$ cat src/rtl/fetch_unit.sv
// Program counter + fetch stage: drives ROM address, registers returned word into the IR.
// Latency: ROM word at prog_ctr appears on ir_out one edge later; taken jumps cost a 1-cycle bubble.
// Backpressure: stall holds PC, IR, valid and counter; jump enables are ignored while stalled.
module fetch_unit #(
   parameter int             D         = 12,
   parameter int             W         = 9,
   parameter logic [W-1:0]   HALT_CODE = '1,
   parameter int             CNT_W     = 16
) (
   input  logic             clk,
   input  logic             reset,
   input  logic             start,
   input  logic             stall,
   input  logic             abs_jump_en,
   input  logic             rel_jump_en,
   input  logic [D-1:0]     target,
   input  logic [W-1:0]     mach_code,
   output logic [D-1:0]     prog_ctr,
   output logic [W-1:0]     ir_out,
   output logic [D-1:0]     ir_pc,
   output logic             ir_valid,
   output logic             done,
   output logic [CNT_W-1:0] fetch_cnt
);

   typedef enum logic [1:0] {IDLE, RUN, DONE} state_t;

   state_t           state, state_nxt;
   logic             jump_taken;
   logic             is_halt;
   logic [D-1:0]     jump_pc;
   logic [CNT_W-1:0] cnt_inc;

   // Jump decode: only a real IR word may redirect; absolute wins over relative.
   always_comb begin
      jump_taken = ir_valid & (abs_jump_en | rel_jump_en);
      jump_pc    = abs_jump_en ? target : (ir_pc + target);
      is_halt    = (mach_code == HALT_CODE);
      cnt_inc    = (fetch_cnt == '1) ? fetch_cnt : (fetch_cnt + 1'b1);
   end

   // Next-state logic: a halt only ends the run when it is not on the squashed wrong path.
   always_comb begin
      state_nxt = state;
      case (state)
         IDLE:    if (start) state_nxt = RUN;
         RUN:     if (!stall && !jump_taken && is_halt) state_nxt = DONE;
         DONE:    if (start) state_nxt = RUN;
         default: state_nxt = IDLE;
      endcase
   end

   // State register and fetch datapath.
   always_ff @(posedge clk) begin
      if (reset) begin
         state     <= IDLE;
         prog_ctr  <= '0;
         ir_out    <= '0;
         ir_pc     <= '0;
         ir_valid  <= 1'b0;
         done      <= 1'b0;
         fetch_cnt <= '0;
      end else begin
         state <= state_nxt;
         case (state)
            IDLE: begin
               ir_valid <= 1'b0;
               if (start) begin
                  prog_ctr  <= '0;
                  fetch_cnt <= '0;
               end
            end
            RUN: begin
               if (!stall) begin
                  ir_out <= mach_code;
                  ir_pc  <= prog_ctr;
                  if (jump_taken) begin
                     // Word at prog_ctr was fetched on the wrong path: squash it.
                     prog_ctr <= jump_pc;
                     ir_valid <= 1'b0;
                  end else begin
                     ir_valid  <= 1'b1;
                     fetch_cnt <= cnt_inc;
                     if (is_halt) done <= 1'b1;
                     else         prog_ctr <= prog_ctr + 1'b1;
                  end
               end
            end
            DONE: begin
               ir_valid <= 1'b0;
               if (start) begin
                  prog_ctr  <= '0;
                  done      <= 1'b0;
                  fetch_cnt <= '0;
               end
            end
            default: ;
         endcase
      end
   end

endmodule

$ cat config.mk
export PLATFORM = sky130hd
export DESIGN_NAME = fetch_unit
export DESIGN_NICKNAME = d
export VERILOG_FILES = /design/src/rtl/fetch_unit.sv
export SDC_FILE = /design/constraint.sdc
export NUM_CORES = 1
export LEC_CHECK = 0
export BUFFER_PORTS_ARGS = -buffer_cell sky130_fd_sc_hd__buf_2
export CORE_UTILIZATION = 57
export CTS_CLUSTER_SIZE = 14
export DETAILED_ROUTE_END_ITERATION = 7
export PLACE_DENSITY = 0.92
export SLEW_MARGIN = 20
export SYNTH_ARGS = -nofsm -noshare
export SYNTH_HDL_FRONTEND = slang
export SYNTH_SLANG_ARGS = --single-unit
$ cat constraint.sdc
create_clock -name clk -period 6.7 [get_ports clk]
set_clock_uncertainty 0.15 [all_clocks]
set_input_delay 1.34 -clock clk [delete_from_list [all_inputs] [get_ports clk]]
set_output_delay 1.34 -clock clk [all_outputs]
set_load 0.01 [all_outputs]
== Word level (Yosys, flattened, before mapping) ==
Index checks and enable logic that the tools add are counted.
Cells by class
  reduce and logical (&&, ||, !) cells: 14
  multipliers: 0
  $lt $le $gt $ge: 0
  shifts and indexed selects: 0
  eq/ne operators: 12
  mux-type cells: 22
  bitwise gates (word level): 3
  divide/modulo/power cells: 0
  add/sub/neg operators: 3
Operator list (number)
  $mux W16: 4
  $mux W12: 5
  $pmux W16 S2: 1
  $pmux W12 S2: 1
  $add A16 B1 Y16 const B: 1
  $eq A16 B16 Y1 const B: 1
  $add A12 B1 Y12 const B: 1
  $add A12 B12 Y12: 1
  $ne A2 B2 Y1 const B: 6
  $reduce_and A5 Y1: 2
  $eq A9 B9 Y1 const B: 1
  $mux W1: 6
  $reduce_and A2 Y1: 3
  $mux W2: 2
  $pmux W1 S2: 2
  $pmux W2 S2: 1
  $reduce_and A4 Y1: 1
  $reduce_bool A2 Y1: 2
  $ne A3 B3 Y1 const B: 1
  $eq A2 B1 Y1 const B: 1
  $eq A2 B2 Y1 const B: 1
  $logic_and A1 B1 Y1: 2
  $logic_not A1 Y1: 2
  $logic_not A2 Y1: 1
  5 further kinds: 5
Storage, ports and cells
  register bits: 53
  output and inout port bits: 51
  input bits: 27
  RAM bits: 0
  memories kept: 0
  ROM bits: 0
  latch bits: 0
  word-level logic and storage cells: 61

== Logic depth before layout (Yosys ltp) ==
Gate-level depths: netlist of the first run.
  word-level depth: 7
  gate-level depth with buffers: 8

== Worst setup path after synthesis of the first run ==
OpenSTA, ideal clock, no wires.
  path type: input -> register
  start: input target[0]
  end: register prog_ctr[10]
  stages on the path: 8
  library setup time: 0.117 ns
  required time: 6.433 ns
  path buffers: 0
  path slack: 3.395 ns
  arrival: 3.037 ns
  cells stage by stage: ha_1 > fa_1 > a211oi_1 > o21ai_0 > nand2_1 > mux2i_1 > or3_1 > a32o_1
On the way
  cells in the longest elaborated chain, start to end: 5
Ends and longest elaborated chain
  start: declaration: RTL line 16  | input logic [D-1:0] target,
  $add A12 B12 Y12: RTL line 37  | jump_pc = abs_jump_en ? target : (ir_pc + target);
  $mux W12: RTL line 37
  $mux W12: RTL line 77  | if (jump_taken) begin
  $mux W12: RTL line 74  | if (!stall) begin
  $pmux W12 S2: RTL line 65  | case (state)
  end signal: assignment: RTL line 79  | prog_ctr <= jump_pc;
  end signal: assignment: RTL line 85  | else prog_ctr <= prog_ctr + 1'b1;
  end: declaration: RTL line 18  | output logic [D-1:0] prog_ctr,
No other way between the ends. The select of a mux whose other input is x is not followed.
A chain may end at the register's enable or synchronous reset.

== Worst setup path in the final report of the first run ==
  start: input abs_jump_en
  end: register prog_ctr[7]
On the way
  cells in the longest elaborated chain, start to end: 5
  elaborated cells between the ends (all ways): 8
  those cells by class: 1 x eq/ne; 4 x mux; 2 x bitwise; 1 x reduce/logical
Ends and longest elaborated chain
  start: declaration: RTL line 14  | input logic abs_jump_en,
  $or A1 B1 Y1: RTL line 36  | jump_taken = ir_valid & (abs_jump_en | rel_jump_en);
  $and A1 B1 Y1: RTL line 36
  $mux W12: RTL line 77
  $mux W12: RTL line 74
  $pmux W12 S2: RTL line 65
Parallel ways exist; a longest one is shown, timed or not. The select of a mux whose other input is x is not followed.

==> results.py, run 1 <==
metrics = {
    "setup_path": {
        "cp_slowest_cell": "o21a_1",
        "cp_slowest_stage_delay_ns": 0.59,
        "critical_path.endpoint": "prog_ctr[7]",
        "reg2reg_from": "state[0]",
        "end_kind": "flop",
        "cp.required_ns": 6.74,
        "cp_num_buf_inv": 1,
        "worst-r2r-setup-slack_ns": 4.19,
        "critPathLaunchType": "input pin",
        "crit_path_cell_trace": "buf_2, o21a_1, nor4_1, nor2_1, o21ai_0, a221oi_1",
        "critPathLaunch": "abs_jump_en",
        "worst-r2r-cell-count": 4,
        "worstSetupPathDepth": 6,
        "crit_arrival_ns": 3.43,
        "r2r_end": "prog_ctr[7]",
        "cpLargestDelayFamily": "compound AO/OA/AOI/OAI gates",
        "crit_type": "input pin to flop",
        "cp_max_fo": 26,
    },
    "cts": {
        "htreeDepth": 2,
        "path_clk_slew_ns": 0.09,
        "cts_buffers": 5,
        "cts_num_sinks": 53,
        "cts_tree": "yes",
        "cts_root_buffer": "clkbuf_8",
        "hold_buffers": 0,
        "cts_resized": 0,
        "ctsLongestPathBuffers": 2,
        "post_cts_buffers": 0,
        "insertion_delay_ns": 0.30,
    },
    "sta": {
        "slew_headroom": 0.4075,
        "setup_slack_ns": 3.307,
        "fin_setup_tns_ns": 0,
        "max_freq_mhz": 294.8,
        "maxSlewViolCount": 0,
        "setup_viol_count_final": 0,
        "worstMarginPinSlew_ns": 0.8887,
        "period_minus_slack_ns": 3.393,
        "final_hold_viol_count": 0,
        "period_share": 0.5064,
        "grt_setup_unrepaired": "false",
    },
    "power_and_ir_drop": {
        "p_leak_nw": 1.525,
        "max-vdd-ir-drop_mv": 0.1149,
        "powerDensity_nw_per_um2": 171.5,
    },
    "final_layout": {
        "synthToLayoutAreaGrowth_pct": 17.62,
        "layout.cells.non_filler": 536,
        "drive_gt1_frac": 0.2039,
        "multi_input_area_um2": 1912,
        "nFillCells": 432,
        "nets": 506,
        "utilization": 0.7003,
        "layout.area.seq_um2": 1061,
        "num_antenna_cells": 0,
        "final_cell_area_um2": 3600,
    },
    "flow_run": {
        "drv_cap": 0,
    },
    "floorplanning": {
        "dieArea_um2": 5666,
        "core_area_um2": 5140,
        "ioPinCount": 78,
        "die_x_um": 75.28,
        "row_count": 26,
        "die_h_um": 75.28,
        "start_util": 0.5954,
    },
    "grt": {
        "grt_start_max_net_pins": 36,
        "grt_overflow": 0,
        "grt_pass1_vias": 2904,
        "antenna_found_initial": 0,
        "grt_pass1_wl_mm": 13.16,
        "grtUsageTotal": 0.3045,
    },
    "synthesis": {
        "synth_async_sr_flop_share": 0,
        "synth.net_count": 435,
        "synth-seq-cells": 53,
        "synth_edf_count": 0,
        "yosysSeqAreaShare": 0.3467,
        "synthFlopType": "dfxtp_1",
        "syn_avg_cell_area_um2": 7.768,
        "synth_cell_type_count": 52,
        "syn-instance-count": 394,
        "syn_area_um2": 3060,
        "yosys_warnings": 0,
    },
    "detailed_routing": {
        "drt_pass1_iterations": 5,
        "drtIter0Drc": 216,
        "drc": 0,
        "route.vias.total": 3180,
        "ant_nets": 0,
        "wl_per_cell_um": 15.10,
        "wl_mm": 8.094,
        "detail_route.vias_per_cell": 5.933,
    },
    "status": {
        "outcome": "finished clean",
    },
    "place": {
        "place_area_um2": 3483,
        "place_hpwl_mm": 5.760,
        "gp_congestion": 0.9040,
        "preCtsSetupSlack_ns": 3.123,
        "placed_cells": 528,
        "port_buffers": 77,
    },
    "worst_hold_path": {
        "hold_path.class": "flop to flop",
    },
}
-- where the power goes --
group          leakage [nW]  switching, mW  internal [mW]  total [mW]
combinational          1.04         0.0466         0.0258      0.0724
clock                0.0585         0.0995          0.122       0.221
sequential            0.428        0.00439          0.319       0.324
-- worst reg2reg max path: cells and delay by family (launching register included) --
kind            cells  cell delay [ns]
simple gates        2             1.21
compound gates      2             0.61
flops               1             0.43
-- layout make-up --
| type | count | share of cell area |
|---|---|---|
| multi-input cells | 320 | 0.5311 |
| flip-flops and latches | 53 | 0.2948 |
| repair buffers | 79 | 0.1112 |
| well taps | 70 | 0.02433 |
| clock buffers | 7 | 0.02398 |
| clock inverters | 1 | 0.008342 |
| inverters | 6 | 0.006257 |
-- kinds of logic after synthesis --
family,after synthesis,synth area share
simple gates,176,0.2715
xor+xnor,23,0.06582
fa+ha+maj,14,0.05969
flops,53,0.3467
mux,7,0.02371
compound gates,100,0.2040
buf+inv,21,0.02862
-- how the worst min path moves through the flow --
stage	startpoint	end	slack, ns	cells past startpoint
floorplan	done	done	0.33	2
global placement	ir_out[1]	ir_out[1]	0.29	2
detailed placement	ir_out[8]	ir_out[8]	0.29	2
CTS	ir_out[8]	ir_out[8]	0.31	2
global route	ir_out[5]	ir_out[5]	0.33	2
finish	ir_out[8]	ir_out[8]	0.30	2
-- synth_stat cells (all sizes together) (3+ instances only) --
cell type  instances  share of area
nand4              6          0.012
nand2             68          0.083
mux2i              5          0.016
and2               3         0.0061
and3               6          0.012
a211oi             3         0.0074
a31oi              3         0.0061
dfxtp             53           0.35
a21o               4         0.0098
o21ai             17          0.029
xnor2              9          0.026
nand2b             8          0.016
nand3             24          0.039
o211ai             6          0.015
nor3               9          0.015
inv                6         0.0074
a21oi             48          0.078
xor2              14          0.040
nor2              35          0.043
o21a               4          0.010
ha                13          0.053
clkbuf            13          0.016
-- sequential cells by signal, summed over array words and instances, names as in the netlist --
signal / count
ir_pc: 12
prog_ctr: 12
ir_valid: 1
fetch_cnt: 16
ir_out: 9
done: 1
state: 2
-- metrics by stage --
| stage | total power, mW | hold slack (ns) |
|---|---|---|
| 4_1_cts | 0.6216 | 0.3066 |
| 3_3_place_gp | 0.3999 | 0.2896 |
| 3_5_place_dp | 0.4018 | 0.2935 |
| 2_1_floorplan | 0.3773 | 0.3305 |
| 5_1_grt | 0.6454 | 0.3299 |
| 6_report | 0.6173 | 0.3043 |
-- placed cells by master, fill, tap and decap left out, drive strengths merged, types with 2 or more instances in the layout --
cell     instances
nor3             9
or3              2
mux2i            5
o311ai           2
a211oi           3
nand2           68
xnor2            9
xor2            14
nand2b           8
nand3b           2
nor2            35
mux2             2
buf             79
and3             6
o31ai            2
o21a             4
ha              13
o21ai           17
o211ai           6
nor4             2
nor2b            2
nor3b            2
a32oi            2
a2111oi          2
nand4            6
a21o             4
a21oi           48
inv              6
clkbuf           7
a32o             2
and2             3
or3b             2
dfxtp           53
a31oi            3
nand3           24
-- routing by layer --
| layer | up-vias | track usage | routed length [µm] |
|---|---|---|---|
| li1 | 1540 | - | - |
| met1 | 1492 | 0.3693 | 3380 |
| met2 | 124 | 0.5305 | 3943 |
| met3 | 24 | 0.06693 | 562 |
| met4 | 0 | 0.1111 | 206 |
| met5 | - | 0 | 0 |
Note: power is estimated with default switching activity, not from simulation.
==> inputs of run 2 (changes only) <==
--- a/config.mk
+++ b/config.mk
@@ -6,10 +6,10 @@
 export NUM_CORES = 1
 export LEC_CHECK = 0
 export BUFFER_PORTS_ARGS = -buffer_cell sky130_fd_sc_hd__buf_2
-export CORE_UTILIZATION = 57
+export CORE_UTILIZATION = 48
 export CTS_CLUSTER_SIZE = 14
 export DETAILED_ROUTE_END_ITERATION = 7
-export PLACE_DENSITY = 0.92
+export PLACE_DENSITY = 0.83
 export SLEW_MARGIN = 20
 export SYNTH_ARGS = -nofsm -noshare
 export SYNTH_HDL_FRONTEND = slang
==> constraint.sdc (replaced) <==
create_clock -name clk -period 2.7 [get_ports clk]
set_clock_uncertainty 0.15 [all_clocks]
set_input_delay 0.54 -clock clk [delete_from_list [all_inputs] [get_ports clk]]
set_output_delay 0.54 -clock clk [all_outputs]
set_load 0.01 [all_outputs]
==> results.py, run 2 (synthesis results as in run 1) <==
metrics = {
    "status": {
        "outcome": "finished clean",
    },
    "setup_path": {
        "critPathLaunchType": "flop",
        "worst-r2r-cell-count": 9,
        "cp_slowest_cell": "fa_1",
        "cpLargestDelayFamily": "adder cells",
        "crit_type": "flop to flop",
        "reg2reg_from": "ir_pc[0]",
        "cp_num_buf_inv": 1,
        "crit_arrival_ns": 2.44,
        "r2r_end": "prog_ctr[10]",
        "worst-r2r-setup-slack_ns": 0.32,
        "end_kind": "flop",
        "critical_path.endpoint": "prog_ctr[10]",
        "cp.required_ns": 2.76,
        "worstSetupPathDepth": 9,
        "cp_slowest_stage_delay_ns": 0.40,
        "critPathLaunch": "ir_pc[0]",
        "crit_path_cell_trace": "ha_1, fa_1, a211oi_1, buf_4, o21ai_0, nand2_1, mux2i_1, or3_1, a32o_1",
        "cp_max_fo": 3,
    },
    "detailed_routing": {
        "drt_pass1_iterations": 7,
        "wl_mm": 8.301,
        "drtIter0Drc": 206,
        "route.vias.total": 3256,
        "detail_route.vias_per_cell": 5.899,
        "drc": 0,
        "wl_per_cell_um": 15.04,
        "ant_nets": 0,
    },
    "cts": {
        "insertion_delay_ns": 0.31,
        "cts_tree": "yes",
        "cts_buffers": 5,
        "cts_resized": 0,
        "htreeDepth": 2,
        "ctsLongestPathBuffers": 2,
        "hold_buffers": 0,
        "cts_root_buffer": "clkbuf_8",
        "post_cts_buffers": 0,
        "path_clk_slew_ns": 0.11,
        "cts_num_sinks": 53,
    },
    "grt": {
        "grt_start_max_net_pins": 26,
        "grt_pass1_vias": 3064,
        "grt_overflow": 0,
        "grt_pass1_wl_mm": 13.57,
        "grtUsageTotal": 0.2587,
        "antenna_found_initial": 0,
    },
    "flow_run": {
        "drv_cap": 0,
    },
    "final_layout": {
        "final_common_cell": "buf_2",
        "top_register": "fetch_cnt",
        "layout.area.seq_um2": 1061,
        "drive_gt1_frac": 0.2243,
        "multi_input_area_um2": 1912,
        "largest_reg_flops": 16,
        "nFillCells": 556,
        "layout_common_cells": "buf_2 (77), nand2_1 (68), dfxtp_1 (53), a21oi_1 (48), nor2_1 (35)",
        "nets": 517,
        "layout.cells.non_filler": 552,
        "num_antenna_cells": 0,
        "synthToLayoutAreaGrowth_pct": 19.79,
        "reg.largest.list": "fetch_cnt x16, ir_pc x12, prog_ctr x12",
        "final_cell_area_um2": 3666,
    },
    "power_and_ir_drop": {
        "p_leak_nw": 1.566,
        "max-vdd-ir-drop_mv": 0.2904,
        "powerDensity_nw_per_um2": 399.1,
    },
    "sta": {
        "period_minus_slack_ns": 2.383,
        "slew_headroom": 0.6225,
        "max_freq_mhz": 419.7,
        "period_share": 0.8825,
        "setup_viol_count_final": 0,
        "grt_setup_unrepaired": "false",
        "worstMarginPinSlew_ns": 0.5641,
        "final_hold_viol_count": 0,
        "fin_setup_tns_ns": 0,
        "setup_slack_ns": 0.3173,
        "maxSlewViolCount": 0,
    },
    "place": {
        "placed_cells": 544,
        "place_hpwl_mm": 6.165,
        "preCtsSetupSlack_ns": 0.01247,
        "port_buffers": 77,
        "gp_congestion": 0.9503,
        "place_area_um2": 3572,
    },
    "floorplanning": {
        "core_area_um2": 6026,
        "ioPinCount": 78,
        "die_x_um": 81.85,
        "die_h_um": 81.85,
        "start_util": 0.5079,
        "row_count": 28,
        "dieArea_um2": 6699,
    },
    "worst_hold_path": {
        "hold_path.class": "input pin to flop",
    },
}
[run 2: worst min-delay path by stage]
| stage | endpoint | startpoint | cells past startpoint | slack (ns) |
|---|---|---|---|---|
| CTS | ir_out[2] | mach_code[2] | 3 | 0.31 |
| floorplan | done | done | 2 | 0.33 |
| detailed placement | ir_out[5] | ir_out[5] | 2 | 0.30 |
| finish | ir_out[2] | mach_code[2] | 3 | 0.31 |
| global route | ir_out[2] | mach_code[2] | 3 | 0.31 |
| global placement | ir_out[8] | ir_out[8] | 2 | 0.29 |
[run 2: metrics by stage]
| stage | hold slack (ns) | power [mW] | util |
|---|---|---|---|
| floorplan | 0.3305 | 0.9362 | - |
| global placement | 0.2893 | 1.001 | 0.5928 |
| detailed placement | 0.3020 | 1.008 | 0.5928 |
| global route | 0.3079 | 1.528 | 0.6084 |
| CTS | 0.3067 | 1.472 | 0.6084 |
| finish | 0.3139 | 1.463 | 0.6084 |
[run 2: cell type report]
type,instances,share of cell area
clock buffer,5,0.01877
clock inverter,3,0.006826
inverter,6,0.006143
multi-input combinational,320,0.5215
sequential,53,0.2894
tap,75,0.02560
timing repair buffer,90,0.1317
[run 2: report_power, final]
group	internal [mW]	leakage [nW]	total (mW)	switching (mW)
combinational	0.0702	1.09	0.190	0.120
clock	0.188	0.0447	0.470	0.282
sequential	0.792	0.428	0.803	0.0107
total	1.05	1.57	1.46	0.413
[run 2: layer usage]
metal / vias up / GRT usage / wire length [µm]
met4: 0 / 0.09649 / 132
met5: - / 0 / 0
met3: 16 / 0.04778 / 589
li1: 1573 / - / -
met2: 148 / 0.4355 / 3871
met1: 1519 / 0.3257 / 3706
[run 2: worst min-delay path, stage by stage]
cell and delay, ns:
buf_2 0.11, nand2_1 0.05, a21oi_1 0.05
